<file path="src/rtl/restoring_divider_if.sv">
// restoring_divider_if: start/busy/done handshake plus operand and result bus for the divider
//   start, dividend, divisor : controller -> divider
//   quotient, remainder      : divider -> controller, held until the next completion
//   busy, done, div_by_zero  : divider -> controller status
interface restoring_divider_if #(parameter int WIDTH = 8);
  logic start;
  logic [WIDTH-1:0] dividend;
  logic [WIDTH-1:0] divisor;
  logic [WIDTH-1:0] quotient;
  logic [WIDTH-1:0] remainder;
  logic busy;
  logic done;
  logic div_by_zero;
  modport master(output start, dividend, divisor, input quotient, remainder, busy, done, div_by_zero);
  modport slave(input start, dividend, divisor, output quotient, remainder, busy, done, div_by_zero);
endinterface

</file>
<file path="src/rtl/restoring_divider.sv">
// restoring_divider: sequential unsigned restoring divider, one quotient bit per clock, MSB first
//   clk   : rising-edge clock
//   rst_n : synchronous active-low reset, aborts any division in flight
//   bus   : slave side of restoring_divider_if (start/operands in, results/status out)
module restoring_divider #(
  parameter int WIDTH = 8
) (
  input logic clk,
  input logic rst_n,
  restoring_divider_if.slave bus
);
  localparam int CW = $clog2(WIDTH);
  localparam logic [1:0] IDLE = 2'd0;
  localparam logic [1:0] RUN = 2'd1;
  localparam logic [1:0] DONE = 2'd2;
  localparam logic [CW-1:0] LAST = CW'(WIDTH - 1);
  localparam logic [WIDTH:0] ONE = (WIDTH + 1)'(1);
  logic [1:0] state;
  logic [WIDTH:0] rem;
  logic [WIDTH-1:0] dvd;
  logic [WIDTH-1:0] dvs;
  logic [CW-1:0] cnt;
  logic [WIDTH:0] sh;
  logic [WIDTH:0] sum;
  logic [WIDTH:0] nrem;
  logic ok;
  logic acc;
  assign acc = bus.start && (state == IDLE || state == DONE);
  assign sh = {rem[WIDTH-1:0], dvd[WIDTH-1]};
  // remainder + ~divisor + 1 on the low bits; a set top bit of the shifted
  // remainder stands in for a carry, so the trial can never borrow then
  assign sum = {1'b0, sh[WIDTH-1:0]} + {1'b0, ~dvs} + ONE;
  assign ok = sh[WIDTH] | sum[WIDTH];
  assign nrem = ok ? {1'b0, sum[WIDTH-1:0]} : sh;
  assign bus.busy = state == RUN;
  assign bus.done = state == DONE;
  always_ff @(posedge clk) begin
    if (!rst_n) begin
      state <= IDLE;
      rem <= '0;
      dvd <= '0;
      dvs <= '0;
      cnt <= '0;
      bus.quotient <= '0;
      bus.remainder <= '0;
      bus.div_by_zero <= 1'b0;
    end else if (acc) begin
      dvd <= bus.dividend;
      dvs <= bus.divisor;
      rem <= '0;
      cnt <= '0;
      state <= bus.divisor == '0 ? DONE : RUN;
      if (bus.divisor == '0) begin
        bus.quotient <= '1;
        bus.remainder <= bus.dividend;
        bus.div_by_zero <= 1'b1;
      end
    end else if (state == RUN) begin
      rem <= nrem;
      dvd <= {dvd[WIDTH-2:0], ok};
      cnt <= cnt + CW'(1);
      if (cnt == LAST) begin
        state <= DONE;
        bus.quotient <= {dvd[WIDTH-2:0], ok};
        bus.remainder <= nrem[WIDTH-1:0];
        bus.div_by_zero <= 1'b0;
      end
    end else if (state == DONE) begin
      state <= IDLE;
    end
  end
endmodule

</file>
<file path="src/flat_wrapper.sv">
// flat-port wrapper written by rule: the top's interface ports become plain ports
module restoring_divider_flat 
#(
  parameter int WIDTH = 8
)
  (clk, rst_n, bus_start, bus_dividend, bus_divisor, bus_quotient, bus_remainder, bus_busy, bus_done, bus_div_by_zero);
  restoring_divider_if #(.WIDTH(WIDTH)) bus_i ();
  input logic clk;
  input logic rst_n;
  input wire logic [$bits(bus_i.start)-1:0] bus_start;
  input wire logic [$bits(bus_i.dividend)-1:0] bus_dividend;
  input wire logic [$bits(bus_i.divisor)-1:0] bus_divisor;
  output wire logic [$bits(bus_i.quotient)-1:0] bus_quotient;
  output wire logic [$bits(bus_i.remainder)-1:0] bus_remainder;
  output wire logic [$bits(bus_i.busy)-1:0] bus_busy;
  output wire logic [$bits(bus_i.done)-1:0] bus_done;
  output wire logic [$bits(bus_i.div_by_zero)-1:0] bus_div_by_zero;
  assign bus_i.start = bus_start;
  assign bus_i.dividend = bus_dividend;
  assign bus_i.divisor = bus_divisor;
  assign bus_quotient = bus_i.quotient;
  assign bus_remainder = bus_i.remainder;
  assign bus_busy = bus_i.busy;
  assign bus_done = bus_i.done;
  assign bus_div_by_zero = bus_i.div_by_zero;
  restoring_divider #(.WIDTH(WIDTH)) u_core (.clk(clk), .rst_n(rst_n), .bus(bus_i));
endmodule
</file>
<file path="config.mk">
export PLATFORM = sky130hd
export DESIGN_NAME = restoring_divider_flat
export DESIGN_NICKNAME = d
export VERILOG_FILES = /design/src/rtl/restoring_divider_if.sv /design/src/rtl/restoring_divider.sv /design/src/flat_wrapper.sv
export SDC_FILE = /design/constraint.sdc
export NUM_CORES = 1
export LEC_CHECK = 0
export CAP_MARGIN = 20
export CORE_MARGIN = 2
export CORE_UTILIZATION = 45
export DETAILED_ROUTE_END_ITERATION = 16
export HOLD_SLACK_MARGIN = 0.06
export PLACE_DENSITY = 0.78
export SETUP_SLACK_MARGIN = 0.1
export SLEW_MARGIN = 20
export SYNTH_ARGS = -nofsm -noshare
export SYNTH_HDL_FRONTEND = slang
export SYNTH_SLANG_ARGS = --single-unit
</file>
<file path="constraint.sdc">
create_clock -name clk -period 2.2 [get_ports clk]
set_clock_uncertainty 0.1 [all_clocks]
set_input_delay 0.44 -clock clk [delete_from_list [all_inputs] [get_ports clk]]
set_output_delay 0.44 -clock clk [all_outputs]
set_load 0.03 [all_outputs]
</file>
# After elaboration in Yosys (flattened, before gate mapping)
# Cells that the tools add are included.
# totals
reg_bits,46
output_inout_bits,19
input_bits,19
# op_classes
n_reduce_logical,10
bitwise_logic,3
addsub,3
muxes,20
eq_ne,5
# ops
operator,count
$mux W8,11
$mux W2,5
$add A8 B8 Y9,1
$add A9 B1 Y9 const B,1
$logic_not A8 Y1,1
$not A8 Y8,1
$mux W1,4
$reduce_bool A2 Y1,2
$add A3 B1 Y3 const B,1
$eq A3 B3 Y1 const B,1
$ne A3 B1 Y1 const B,1
$reduce_and A3 Y1,1
$reduce_bool A3 Y1,1
$eq A2 B1 Y1 const B,1
$eq A2 B2 Y1 const B,1
$logic_not A2 Y1,1
$ne A2 B2 Y1 const B,1
$reduce_and A2 Y1,1
$reduce_or A2 Y1,1
$logic_and A1 B1 Y1,1
$logic_or A1 B1 Y1,1
$not A1 Y1,1
$or A1 B1 Y1,1

# Logic depth before layout (Yosys ltp)
# depth
ltp_word,8
ltp_mapped,10

# Worst setup path before layout
# Ideal clock, no wire load.
# synth_path
path_kind,register -> register
from,reg u_core.dvd[7]
to,reg u_core.bus.remainder[7]
period_less_slack_ns,2.251
t_arrival_ns,2.029
setup_time_ns,0.122
required_ns,1.978
setup_slack_ns,-0.051
stages_incl_launch_ff,10
path_cell_list,dfxtp_1 -> inv_1 -> ha_1 -> fa_1 -> nand2b_1 -> a21oi_1 -> a21oi_2 -> buf_4 -> and2_1 -> o311a_1
# synth_between
elab_chain_len,7
# synth_rtl
item,line,rtl
from (decl),restoring_divider.sv:20,logic [WIDTH-1:0] dvd;
from (signal assigned),restoring_divider.sv:48,dvd <= bus.dividend;
from (signal assigned),restoring_divider.sv:60,"dvd <= {dvd[WIDTH-2:0], ok};"
$add A8 B8 Y9 *,restoring_divider.sv:32,"assign sum = {1'b0, sh[WIDTH-1:0]} + {1'b0, ~dvs} + ONE;"
$add A9 B1 Y9 *,restoring_divider.sv:32,
$or A1 B1 Y1,restoring_divider.sv:33,assign ok = sh[WIDTH] | sum[WIDTH];
$mux W8 *,restoring_divider.sv:34,"assign nrem = ok ? {1'b0, sum[WIDTH-1:0]} : sh;"
$mux W8 *,restoring_divider.sv:62,if (cnt == LAST) begin
$mux W8 *,restoring_divider.sv:58,end else if (state == RUN) begin
$mux W8 *,restoring_divider.sv:47,end else if (acc) begin
to (signal assigned),restoring_divider.sv:55,bus.remainder <= bus.dividend;
to (signal assigned),restoring_divider.sv:65,bus.remainder <= nrem[WIDTH-1:0];
to (decl),restoring_divider_if.sv:15,"modport slave(input start, dividend, divisor, output quotient, remainder, busy, done, div_by_zero);"
# Mark *: on every way between the ends. The rest lies on a longest branch, timed or not. The select of a mux whose other input is x is not followed.
# A chain may end at the register's enable or synchronous reset.

# Worst setup path after layout
# layout_path
from,reg u_core.dvd[7]
to,reg u_core.rem[3]
# layout_between
elab_chain_len,4
# layout_rtl
item,line,rtl
$add A8 B8 Y9 *,restoring_divider.sv:32,
$add A9 B1 Y9 *,restoring_divider.sv:32,
$or A1 B1 Y1,restoring_divider.sv:33,
$mux W8 *,restoring_divider.sv:34,
to (signal assigned),restoring_divider.sv:59,rem <= nrem;
to (decl),restoring_divider.sv:19,logic [WIDTH:0] rem;
# Mark *: on every way between the ends. The rest lies on a longest branch, timed or not.

==> results <==
- The detailed-route via count is 2298.
- The post-detailed-route wirelength per cell is 16.9 µm.
- The buffer levels on the longest clock path is 2.
- The critical path is of the flop to flop type.
- Setup violations remaining at the end of the flow were counted as 5.
- The total overflow left after global routing is 0.
- The count of buffers added on input and output ports is 37.
- The number of cells produced by synthesis is about 270.
- The ratio of total power to cell area is around 650 nW/µm².
- Buffers inserted during clock tree synthesis total 5.
- The detailed placer's ending HPWL is 4.68 mm.
- Clock tree synthesis selected as its root buffer the cell clkbuf_8.
- The total negative setup slack is -245 ps.
- The actual transition at the worst max-transition pin is ~470 ps.
- The post-placement cell area is between 2000 and 3000 µm².
- Grouping stages by cell kind, the critical path spends the most delay in compound AO/OA/AOI/OAI gates.
- The leakage power summed over all cells is 1.28 nW.
- The clock sink count is 46.
- The number of global-route vias before repair is about 2200.
- In this run, placement finished with an instance count of 390.
- The library cell used most frequently in the layout, excluding fill and tap cells, is nand2_1.
- Of all nets on the critical path, the largest fanout is 5.
- The ratio of cells with drive above 1 in the final layout is 0.289.
- The number of nets in the synthesized netlist is roughly 300.
- The post-detailed-route DRC marker count is 0.
- Dividing the final minimum period by the clock period gives 1.06.
- The flip-flop and latch count after synthesis is 46.
- Once routing completed, OpenROAD measured the worst setup slack at -130 ps.
- The insertion delay of the later-clocked pin in the worst-skew pair is around 310 ps.
- After layout, the minimum clock period comes to 2330 ps.
- In the global route stage, overall resource usage came out at 0.253.
- The total area inside the core boundary comes to around 4800 µm².
- The first detailed-routing pass took 6 iterations.
- Setup repair after global routing could not meet its margin everywhere.
- After clock tree synthesis, the clock-pin slew on the worst setup and hold paths is 90 ps.
- The finished layout holds between 400 and 500 standard cells, fillers aside.
- The highest clock frequency the design can meet is 429 MHz.
- The worst setup path is captured at a flop.
- The number of antenna violations at the first check in global routing was 0.
- The final reports fail on negative setup slack.
- The critical-path cell with the highest stage delay is or3_4.
- The flow ran to the end, but the final reports show violations.
- The proportion of register bits with asynchronous set or reset after synthesis is 0.
- The routability congestion estimate is 0.879.
- In this design, the stage delay of the slowest critical-path cell is between 300 and 400 ps.
- The number of flops mapped to enable cells by yosys is 0.
- The signal arrival time at the worst endpoint is 2430 ps.
- In the synthesized netlist the dominant register cell turns out to be dfxtp_1.
- The final layout net count is 371.
- For this run, the number of Yosys warnings is 0.
- The synthesized netlist occupies a cell area of 2250 µm².
- The die is 74.8 µm tall.
- 0 antenna diodes ended up in the layout.
- Together, buffers and inverters on the worst path number 2.
- The area growth from synthesis to layout is 47.0%.
- In this design, the critical path's most frequently occurring cell is a21oi_4.
- The worst hold path class is flop to flop.
- Traced cell by cell, the critical path runs through inv_2 -> ha_4 -> fa_2 -> nand2b_4 -> a21oi_4 -> a21oi_4 -> buf_6 -> or3_4 -> a311oi_2.
- The required time of the critical path is between 2000 and 2500 ps.
- 38 I/O pins were placed.
- For this block, the routed nets add up to 6.91 mm of wire.
- The hold violation total from the final report is 0.
- In the layout the commonest cells are nand2_1 (50), dfxtp_1 (43), buf_4 (36).
- The starting density of the core is 0.471.
- The part of the Yosys area used for sequential elements is 0.409.
- The worst setup path is launched from a flop.
- In this run the core area contains 25 standard-cell rows.
- The worst max-slew margin expressed relative to the limit is 0.686.
- The post-synthesis average cell area is 8.38 µm².
- The vias per cell is 5.62.
- The clock tree synthesis step divided the H-tree into 2 levels.
- The remaining antenna violation count is 0.
- Max-cap violations in this run came to 0.
- The worst-case vdd ir drop is 354 µV.
- The die is 74.8 µm wide.
- The area enclosed by the die boundary is 5590 µm².
- The CTS tree is built.
- The count of unique library cells instantiated by Yosys is between 40 and 50.
- Summing all non-filler instances in the final layout gives an area of between 3000 and 4000 µm².
- The first global-routing pass estimated 10.6 mm of wire.
- The count of final max-slew check failures was 0.
- For this block, the initial DRC count from the detailed router was 155.
- Entering global routing, the biggest net connects 20 pins.
- At the placement stage, the worst setup path has a slack of -289 ps.
## worst reg2reg max path: cells and delay by family, from the launching register on
family,cells,cell delay [ps]
flops,1,350
compound gates,3,560
buf+inv,2,190
fa+ha+maj,2,490
simple gates,2,540
## worst paths after layout
kind         slack (ps)            end  cells after the start           from
max                -130  u_core.rem[3]                      9  u_core.dvd[7]
min                 370  u_core.cnt[2]                      2  u_core.cnt[2]
max reg2reg        -130  u_core.rem[3]                      9  u_core.dvd[7]
min reg2reg         370  u_core.cnt[2]                      2  u_core.cnt[2]
## where the power goes
group | internal, mW | switching (mW) | leakage, nW
Sequential | 0.865 | 0.0303 | 0.376
Clock | 0.230 | 0.317 | 0.0447
Combinational | 0.356 | 0.346 | 0.857
## per-stage QoR
| step | hold WS [ps] | power (mW) | util |
|---|---|---|---|
| floorplan | 340 | 1.20 | - |
| global placement | 346 | 1.38 | 0.605 |
| detailed placement | 359 | 1.40 | 0.605 |
| CTS | 372 | 2.03 | 0.667 |
| global route | 393 | 2.22 | 0.692 |
| finish | 371 | 2.14 | 0.692 |
## what timing repair did
item	4_1_cts	5_1_grt
cloned	1	0
buffers inserted	6	4
setup endpoints to repair	24	18
pin swaps	20	8
hold buffers	0	0
gates resized for setup	34	20
## metal layers
layer,global-route usage,up-vias,part of all wire
met3,0.0469,25,0.055
met1,0.317,1087,0.43
met2,0.425,98,0.48
met4,0.115,0,0.034
li1,-,1088,-
met5,0,-,0
## logic make-up (layout without fill, tap and decap cells)
family,after synthesis,after routing,share of synthesized area
multiplexers,4,4,0.0178
AND/OR/NAND/NOR,99,100,0.204
buffers and inverters,28,100,0.0555
flip-flops,46,46,0.409
adder cells (fa/ha/maj),11,11,0.0644
XOR/XNOR,3,3,0.0117
AO/OA/AOI/OAI,78,78,0.238
## registers in the layout (all words and copies together) (netlist names)
signal	flops
u_core.cnt	3
u_core.dvd	8
u_core.state	2
u_core.bus.div_by_zero	1
u_core.bus.quotient	8
u_core.rem	8
u_core.bus.remainder	8
u_core.dvs	8
## synth_stat cells (all sizes together), types with 2 or more instances
master | instances | area (µm²)
ha | 10 | 125
nand2 | 52 | 203
xnor2 | 2 | 17.5
nor4b | 2 | 17.5
nand3 | 2 | 10.0
a21oi | 22 | 114
or3 | 2 | 17.5
clkbuf | 10 | 37.5
or4 | 2 | 18.8
a211oi | 5 | 37.5
a22oi | 5 | 37.5
dfxtp | 46 | 921
nand2b | 5 | 31.3
o22ai | 4 | 25.0
mux2i | 4 | 40.0
nor2b | 4 | 25.0
nor2 | 21 | 78.8
a21o | 3 | 22.5
o21ai | 9 | 45.0
a21boi | 9 | 67.6
o211ai | 3 | 22.5
and2 | 4 | 25.0
nor3 | 3 | 15.0
o221a | 7 | 78.8
a31oi | 4 | 25.0
inv | 13 | 48.8
buf | 5 | 38.8
## final cells by class
| type | count | area, µm² |
|---|---|---|
| clock buffers | 5 | 68.8 |
| clock inverters | 3 | 25.0 |
| fillers | 336 | 1470 |
| inverters | 13 | 48.8 |
| multi-input cells | 196 | 1450 |
| flip-flops and latches | 46 | 925 |
| well taps | 67 | 83.8 |
| repair buffers | 79 | 717 |
Note: power is estimated with default switching activity, not from simulation.
